[config.mk]
export PLATFORM = sky130hd
export DESIGN_NAME = bp_resolve_queue
export DESIGN_NICKNAME = d
export VERILOG_FILES = /design/src/rtl/bp_pkg.sv /design/src/rtl/bp_pred_fifo.sv /design/src/rtl/bp_resolve_queue.sv
export SDC_FILE = /design/constraint.sdc
export NUM_CORES = 1
export LEC_CHECK = 0
export CORE_MARGIN = 8
export CORE_UTILIZATION = 50
export CTS_CLUSTER_SIZE = 24
export DETAILED_ROUTE_END_ITERATION = 10
export PLACE_DENSITY = 0.75
export SLEW_MARGIN = 15
export SYNTH_ARGS = -nofsm -noshare
export SYNTH_HDL_FRONTEND = slang
export SYNTH_HIERARCHICAL = 1
export SYNTH_SLANG_ARGS = --single-unit
[constraint.sdc]
create_clock -name clk -period 6.4 [get_ports clk]
set_input_delay 1.28 -clock clk [delete_from_list [all_inputs] [get_ports clk]]
set_output_delay 1.28 -clock clk [all_outputs]
set_load 0.03 [all_outputs]
[src/rtl/bp_pkg.sv]
// Shared types and helpers for the BTB prediction-resolve path.
// The next-PC selection function is also used by fetch.
package bp_pkg;

  localparam logic [31:0] PC_STEP = 32'd4;

  typedef struct packed {
    logic [31:0] pc;
    logic        pred_taken;
    logic [31:0] pred_pc;
  } bp_entry_t;

  function automatic logic [31:0] bp_next_pc(input logic        taken,
                                             input logic [31:0] target,
                                             input logic [31:0] pc);
    return taken ? target : pc + PC_STEP;
  endfunction

endpackage

[src/rtl/bp_pred_fifo.sv]
// In-flight prediction storage: circular FIFO with synchronous clear.
// Callers must gate push with !full and pop with !empty.
module bp_pred_fifo
  import bp_pkg::*;
#(
  parameter int unsigned DEPTH = 4
) (
  input  logic                     clk,
  input  logic                     rst,
  input  logic                     clr_i,
  input  logic                     push_i,
  input  bp_entry_t                wdata_i,
  input  logic                     pop_i,
  output bp_entry_t                head_o,
  output logic                     full_o,
  output logic                     empty_o,
  output logic [$clog2(DEPTH):0]   count_o
);

  localparam int unsigned AW = $clog2(DEPTH);

  logic [AW-1:0] wr_ptr_q, rd_ptr_q;
  logic [AW:0]   count_q,  count_d;
  bp_entry_t     mem_q [DEPTH];

  always_comb begin
    count_d = count_q;
    if (push_i && !pop_i)      count_d = count_q + 1'b1;
    else if (!push_i && pop_i) count_d = count_q - 1'b1;
  end

  always_ff @(posedge clk) begin
    if (rst || clr_i) begin
      wr_ptr_q <= '0;
      rd_ptr_q <= '0;
      count_q  <= '0;
    end else begin
      if (push_i) wr_ptr_q <= wr_ptr_q + 1'b1;
      if (pop_i)  rd_ptr_q <= rd_ptr_q + 1'b1;
      count_q <= count_d;
    end
  end

  always_ff @(posedge clk) begin
    if (push_i) mem_q[wr_ptr_q] <= wdata_i;
  end

  assign head_o  = mem_q[rd_ptr_q];
  assign full_o  = (count_q == (AW+1)'(DEPTH));
  assign empty_o = (count_q == '0);
  assign count_o = count_q;

endmodule

[src/rtl/bp_resolve_queue.sv]
// Records BTB predictions at IF and checks them at EX; issues a one-cycle
// redirect on mispredict. Define BP_PERF_CNT_EN to build the perf counters.
module bp_resolve_queue
  import bp_pkg::*;
#(
  parameter int unsigned DEPTH = 4,
  parameter int unsigned CNT_W = 32
) (
  input  logic             clk,
  input  logic             rst,
  input  logic             if_push,
  input  logic [31:0]      if_pc,
  input  logic             if_pred_taken,
  input  logic [31:0]      if_pred_pc,
  output logic             full,
  output logic             empty,
  input  logic             ex_valid,
  input  logic [31:0]      ex_pc,
  input  logic             ex_is_ctrl,
  input  logic             ex_taken,
  input  logic [31:0]      ex_target,
  output logic             redirect,
  output logic [31:0]      redirect_pc,
  output logic             err,
  output logic [CNT_W-1:0] ctrl_cnt,
  output logic [CNT_W-1:0] mispred_cnt
);

  bp_entry_t               head, wdata;
  logic                    pop, push_ok, mispredict_now;
  logic [31:0]             pred_next, act_next;
  logic [$clog2(DEPTH):0]  count_unused;
  logic                    redirect_q;
  logic [31:0]             redirect_pc_q;
  logic                    err_q;

  assign pop       = ex_valid && !empty;
  assign pred_next = bp_next_pc(head.pred_taken, head.pred_pc, head.pc);
  assign act_next  = bp_next_pc(ex_is_ctrl && ex_taken, ex_target, head.pc);
  assign mispredict_now = pop && (pred_next != act_next);
  // Fetch in the mispredict or redirect cycle is wrong-path and is dropped.
  assign push_ok   = if_push && !full && !redirect_q && !mispredict_now;
  assign wdata     = '{pc: if_pc, pred_taken: if_pred_taken, pred_pc: if_pred_pc};

  bp_pred_fifo #(.DEPTH(DEPTH)) u_fifo (
    .clk     (clk),
    .rst     (rst),
    .clr_i   (mispredict_now),
    .push_i  (push_ok),
    .wdata_i (wdata),
    .pop_i   (pop),
    .head_o  (head),
    .full_o  (full),
    .empty_o (empty),
    .count_o (count_unused)
  );

  always_ff @(posedge clk) begin
    if (rst) begin
      redirect_q    <= 1'b0;
      redirect_pc_q <= '0;
      err_q         <= 1'b0;
    end else begin
      redirect_q <= mispredict_now;
      if (mispredict_now) redirect_pc_q <= act_next;
      if ((ex_valid && empty) || (pop && ex_pc != head.pc)) err_q <= 1'b1;
    end
  end

  assign redirect    = redirect_q;
  assign redirect_pc = redirect_pc_q;
  assign err         = err_q;

`ifdef BP_PERF_CNT_EN
  logic [CNT_W-1:0] ctrl_cnt_q, mispred_cnt_q;

  always_ff @(posedge clk) begin
    if (rst) begin
      ctrl_cnt_q    <= '0;
      mispred_cnt_q <= '0;
    end else begin
      if (pop && ex_is_ctrl && ctrl_cnt_q != '1) ctrl_cnt_q <= ctrl_cnt_q + 1'b1;
      if (mispredict_now && mispred_cnt_q != '1) mispred_cnt_q <= mispred_cnt_q + 1'b1;
    end
  end

  assign ctrl_cnt    = ctrl_cnt_q;
  assign mispred_cnt = mispred_cnt_q;
`else
  assign ctrl_cnt    = '0;
  assign mispred_cnt = '0;
`endif

endmodule

* Yosys cells after proc, flatten, opt, wreduce, memory -nomap -nowiden
Memories as Yosys holds them, arrays and structs flattened. A register that Yosys moved wholly into a read port is not among the register bits.
Cells that the tools add are included.
** Cells by class
- $add $sub $neg :: 5
- Equality and inequality tests :: 3
- Mux-type cells :: 8
- Reduce and logical (&&, ||, !) cells :: 20
** Operator list (number)
- 32-bit two-way mux :: 2
- 32-bit inequality test :: 2
- 32-bit by 3-bit adder with 32-bit output (second input constant) :: 1
- 1-bit logical AND :: 10
- 1-bit logical NOT :: 6
- 3-bit two-way mux :: 2
- 2-bit by 1-bit adder with 2-bit output (second input constant) :: 2
- 2-bit two-way mux :: 2
- 3-bit by 1-bit adder with 3-bit output (second input constant) :: 1
- 3-bit == test (second input constant) :: 1
- 3-bit logical NOT :: 1
- 3-bit by 1-bit subtractor with 3-bit output (second input constant) :: 1
- 1-bit logical OR :: 2
- 1-bit two-way mux :: 2
- 2-bit nonzero test :: 1
** Storage, ports and cells
- Register bits after elaboration :: 41
- RAM bits :: 260
- Logic and storage cells :: 43
- Memories kept :: 1
** Memory list
- u_fifo.mem_q :: depth 4, width 65, read ports 1, clocked after memory_dff 1, write ports 1, RTL line bp_pred_fifo.sv:24 : bp_entry_t mem_q [DEPTH];

* Depth between registers and ports, before layout
- Word-level depth :: 10
- Depth in mapped cells :: 22
- Mapped depth without buffers :: 18

* Hierarchy
Netlist, hierarchy kept.
** By module, submodules not included
- bp_pred_fifo :: times used 1, cells an instance 384, area each 9859.5 um^2
- bp_resolve_queue :: times used 1, cells an instance 685, area each 5124.9 um^2

* Worst setup path before layout
OpenSTA, ideal clock, no wires.
- Path kind :: reg2reg
- From :: reg with a tool-made name
- To :: mem u_fifo/mem_q[0][0] (netlist bit), enable pin
- Arrival :: 5455 ps
- Data required time :: 5970 ps
- Setup slack :: 516 ps
- Cell stages (with the launch flop) :: 18
- Buffers on the path :: 4
- Period minus slack after synthesis :: 5884 ps
- Cell sequence :: dfxtp_1 buf_6 buf_12 mux4_2 ha_1 nand3_1 buf_2 xor2_1 xor2_1 o221ai_1 a2111oi_0 a41oi_1 nor3_1 a41o_1 buf_6 inv_2 nor4b_2 and2_1
** RTL lines (RTL line)
- to (decl) :: bp_pred_fifo.sv:24

==> metrics <==
status=complete, no violations; CP required=6.87 ns; Final Total Pwr=7430 uW; synthesized area per cell=14.0 sq um; fin util=60.2%; area grow syn2layout=18.7%; Max Cap Violations=0; Via Count=9,559; Rows=63; Hold-fix buffers, CTS=0; Final Hold Viols=0; Slew HR=21.8%; crit-path leading delay family=simple AND/OR/NAND/NOR gates; EDFF count, synth=260; final period utilization=93.8%; die area=35,800 sq um; final slew viol count=0; CTS root buf=clkbuf_16; Seq pwr share=35.1%; min cycle time layout=6.00 ns; Setup Fix Bufs, Post-CTS=0; CTS buffer count=30; ys async rst share=0%; Syn Std Cell Area=15,000 sq um; Post-Synth Adder-Cell Area=0.635%; I/O Pins=235; Most used DFF post-synth=edfxtp_1; HPWL Detailed=29,900 um; DRT Pass-1 Iters=5; first-pass GRT wire length=59,500 um; remaining antenna violation count=0; Worst-Margin Slew=1.16 ns; Layout fillers=2,282; gr ovfl total=0; FF+latch count, synth=303; Crit path arrival time=6.47 ns; Post-Synthesis Cells=1,069; CP max FO=14; Die H=189 um; HP Class=register to register; layout cell share with drive strength beyond 1=13.2%; GRT met3 Usage=5.67%; Avg WL per Cell=24.6 um; post-synthesis simple-gate area fraction=9.57%; Fin Setup TNS=0 ns; Final WS setup=0.399 ns; H-Tree Depth=1; main area contributors after synthesis=edfxtp_1 52%, mux4_2 9.8%, dfxtp_1 5.7%; clock-pin slew of the registers on the worst-case setup and hold paths=0.06 ns; Compound-Gate Fraction of Synth Area=5.67%; # diodes=0; proportion of synthesized area in mux cells=12.7%; Critical Path End Type=register; DRT iter0 DRCs=982; vias per cell=5.83; clk buf depth=3; Crit Path Category=register to register; die width=189 um; Initial Utilization=50.7%; GRT Util Overall=21.8%; Clock Sink Count=303; Synthesis Warnings=6; Post-route DRC=0; sw power=2660 uW; CTS tree=done; count of different cell masters after synthesis=78; Sw Share=35.7%; P_int=4770 uW; Seq/Total Area, Yosys=57.8%; nets=1,369; skew final=0.0194 ns; pre-CTS setup slack=0.604 ns; Final Setup Violations=0; Largest stage delay, worst path=1.03 ns; RSZ-0062 raised after global routing=false; post-synthesis xor/xnor area fraction=7.33%; initial antenna violation count=1; Leak=0.00609 uW; part of the total power dissipated in combinational logic=40.2%; CP Cell Sequence=buf_4 > mux4_2 > nand4_2 > nor4_1 > nand3_1 > nand4_1 > nand4_1 > nor4_1 > a41o_1 > a41o_2 > inv_2 > nor4b_2 > buf_4 > ha_1 > inv_1 > fa_1 > xor2_1 > or3_1 > a21oi_1; clock network fraction of design power=24.7%; CTS resizes=0; Core Region=29,600 sq um; PD cells=418 nW/um^2; slowest cell on the critical path=nor4_1; Placer Congestion=0.958; Worst VDD drop=207 uV; fmax=167 MHz; min-delay src=redirect_pc[29]; met2 Resource Use GR=33.4%; top cell type by total area after synthesis=edfxtp_1; Clk Latency, worst-skew pair=0.56 ns; vias in the first global route=9,501; largest family of logic cells by synthesized area=multiplexers; Post-Route WL=40,300 um; GR peak layer=met2; grt met1 use=30.3%; Buffers & Inverters on Critical Path=4; largest net degree at the start of global routing=66; Worst Setup Start Kind=register; I/O Buffers=170; top-area cell type share of the netlist area=52.1%
path summary, 6_finish.rpt:
path | endpoint | cells after the start | slack, ns
hold reg to reg | redirect_pc[29] | 2 | 0.46
setup / recovery | u_fifo/count_o[2] | 19 | 0.40
hold / removal | redirect_pc[29] | 2 | 0.46
setup reg to reg | u_fifo/count_o[2] | 19 | 0.40
sequential cells by signal, indices dropped and copies added, names as in the netlist, named ones only:
signal	flops
u_fifo/mem_q	260
redirect_pc	32
u_fifo/count_o	3
u_fifo/rd_ptr_q	2
redirect	1
u_fifo/wr_ptr_q	2
err	1
power groups by stage:
| stage | registers [uW] | clock network, uW | logic (uW) |
|---|---|---|---|
| finish | 2610 | 1830 | 2990 |
| global route | 2640 | 1940 | 3170 |
| CTS | 2610 | 1860 | 2960 |
| detailed placement | 2650 | 0 | 2950 |
| global placement | 2630 | 0 | 2940 |
| floorplan | 2720 | 0 | 2050 |
worst reg2reg max path, stage by stage, from the launching register on:
cell and delay, ns:
dfxtp_2 0.56, buf_4 0.25, mux4_2 0.40, nand4_2 0.27
nor4_1 1.04, nand3_1 0.35, nand4_1 0.21, nand4_1 0.16
nor4_1 0.44, a41o_1 0.24, a41o_2 0.24, inv_2 0.08
nor4b_2 0.24, buf_4 0.21, ha_1 0.19, inv_1 0.06
fa_1 0.37, xor2_1 0.16, or3_1 0.30, a21oi_1 0.15
kinds of logic (layout without fill, tap and decap cells):
logic type / Yosys count / after routing
AO/OA/AOI/OAI: 117 / 117
XOR/XNOR: 119 / 119
adder cells (fa/ha/maj): 7 / 7
buffers and inverters: 146 / 265
flip-flops: 303 / 303
multiplexers: 107 / 107
other: 1 / 64
AND/OR/NAND/NOR: 269 / 269
cells in the final DEF (no fill, tap or decap), types with 19 or more instances in the layout:
cell / count
nand2_1: 83
nor3_1: 19
a21oi_1: 22
buf_4: 20
mux4_2: 65
nor4_1: 20
xor2_1: 70
dfxtp_1: 41
clkbuf_16: 31
mux2i_1: 39
clkdlybuf4s50_1: 170
o211ai_1: 26
xnor2_1: 45
nor2_1: 33
edfxtp_1: 260
nand4_1: 21
conb_1: 64
layout make-up:
type | instances | area, sq um | share of cell area, %
sequential | 303 | 8670 | 48.8
clock buffer | 41 | 863 | 4.85
multi-input combinational | 683 | 5620 | 31.6
timing repair buffer | 192 | 1890 | 10.6
clock inverter | 15 | 188 | 1.06
tap | 390 | 488 | 2.74
inverter | 17 | 63.8 | 0.359
cells in the mapped netlist (all sizes together), types with 8 or more instances:
| library cell | instances |
|---|---|
| mux2i | 39 |
| dfxtp | 43 |
| nor2 | 33 |
| edfxtp | 260 |
| inv | 17 |
| and3 | 9 |
| nand4 | 24 |
| nand2 | 83 |
| nand2b | 11 |
| nor2b | 8 |
| xnor2 | 45 |
| nor4 | 20 |
| nand3 | 18 |
| o21ai | 14 |
| buf | 98 |
| o211ai | 26 |
| xor2 | 70 |
| and2 | 8 |
| mux4 | 65 |
| and4 | 8 |
| nor3 | 21 |
| a21oi | 22 |
| clkbuf | 31 |
through the flow:
stage / cell area (sq um) / cells / hold WS [ns]
finish: 17800 / 1641 / 0.459
global route: 17800 / 1641 / 0.470
CTS: 17800 / 1641 / 0.463
detailed placement: 16700 / 1585 / 0.454
global placement: 16700 / 1585 / 0.446
floorplan: 15200 / 1132 / 0.466
metal layers:
| layer | wire, um | part of all wire [%] |
|---|---|---|
| met5 | 12 | 0.030 |
| met4 | 905 | 2.2 |
| met3 | 4240 | 11 |
| met2 | 18200 | 45 |
| met1 | 17000 | 42 |
No activity file was read; power rests on OpenSTA's default activity.
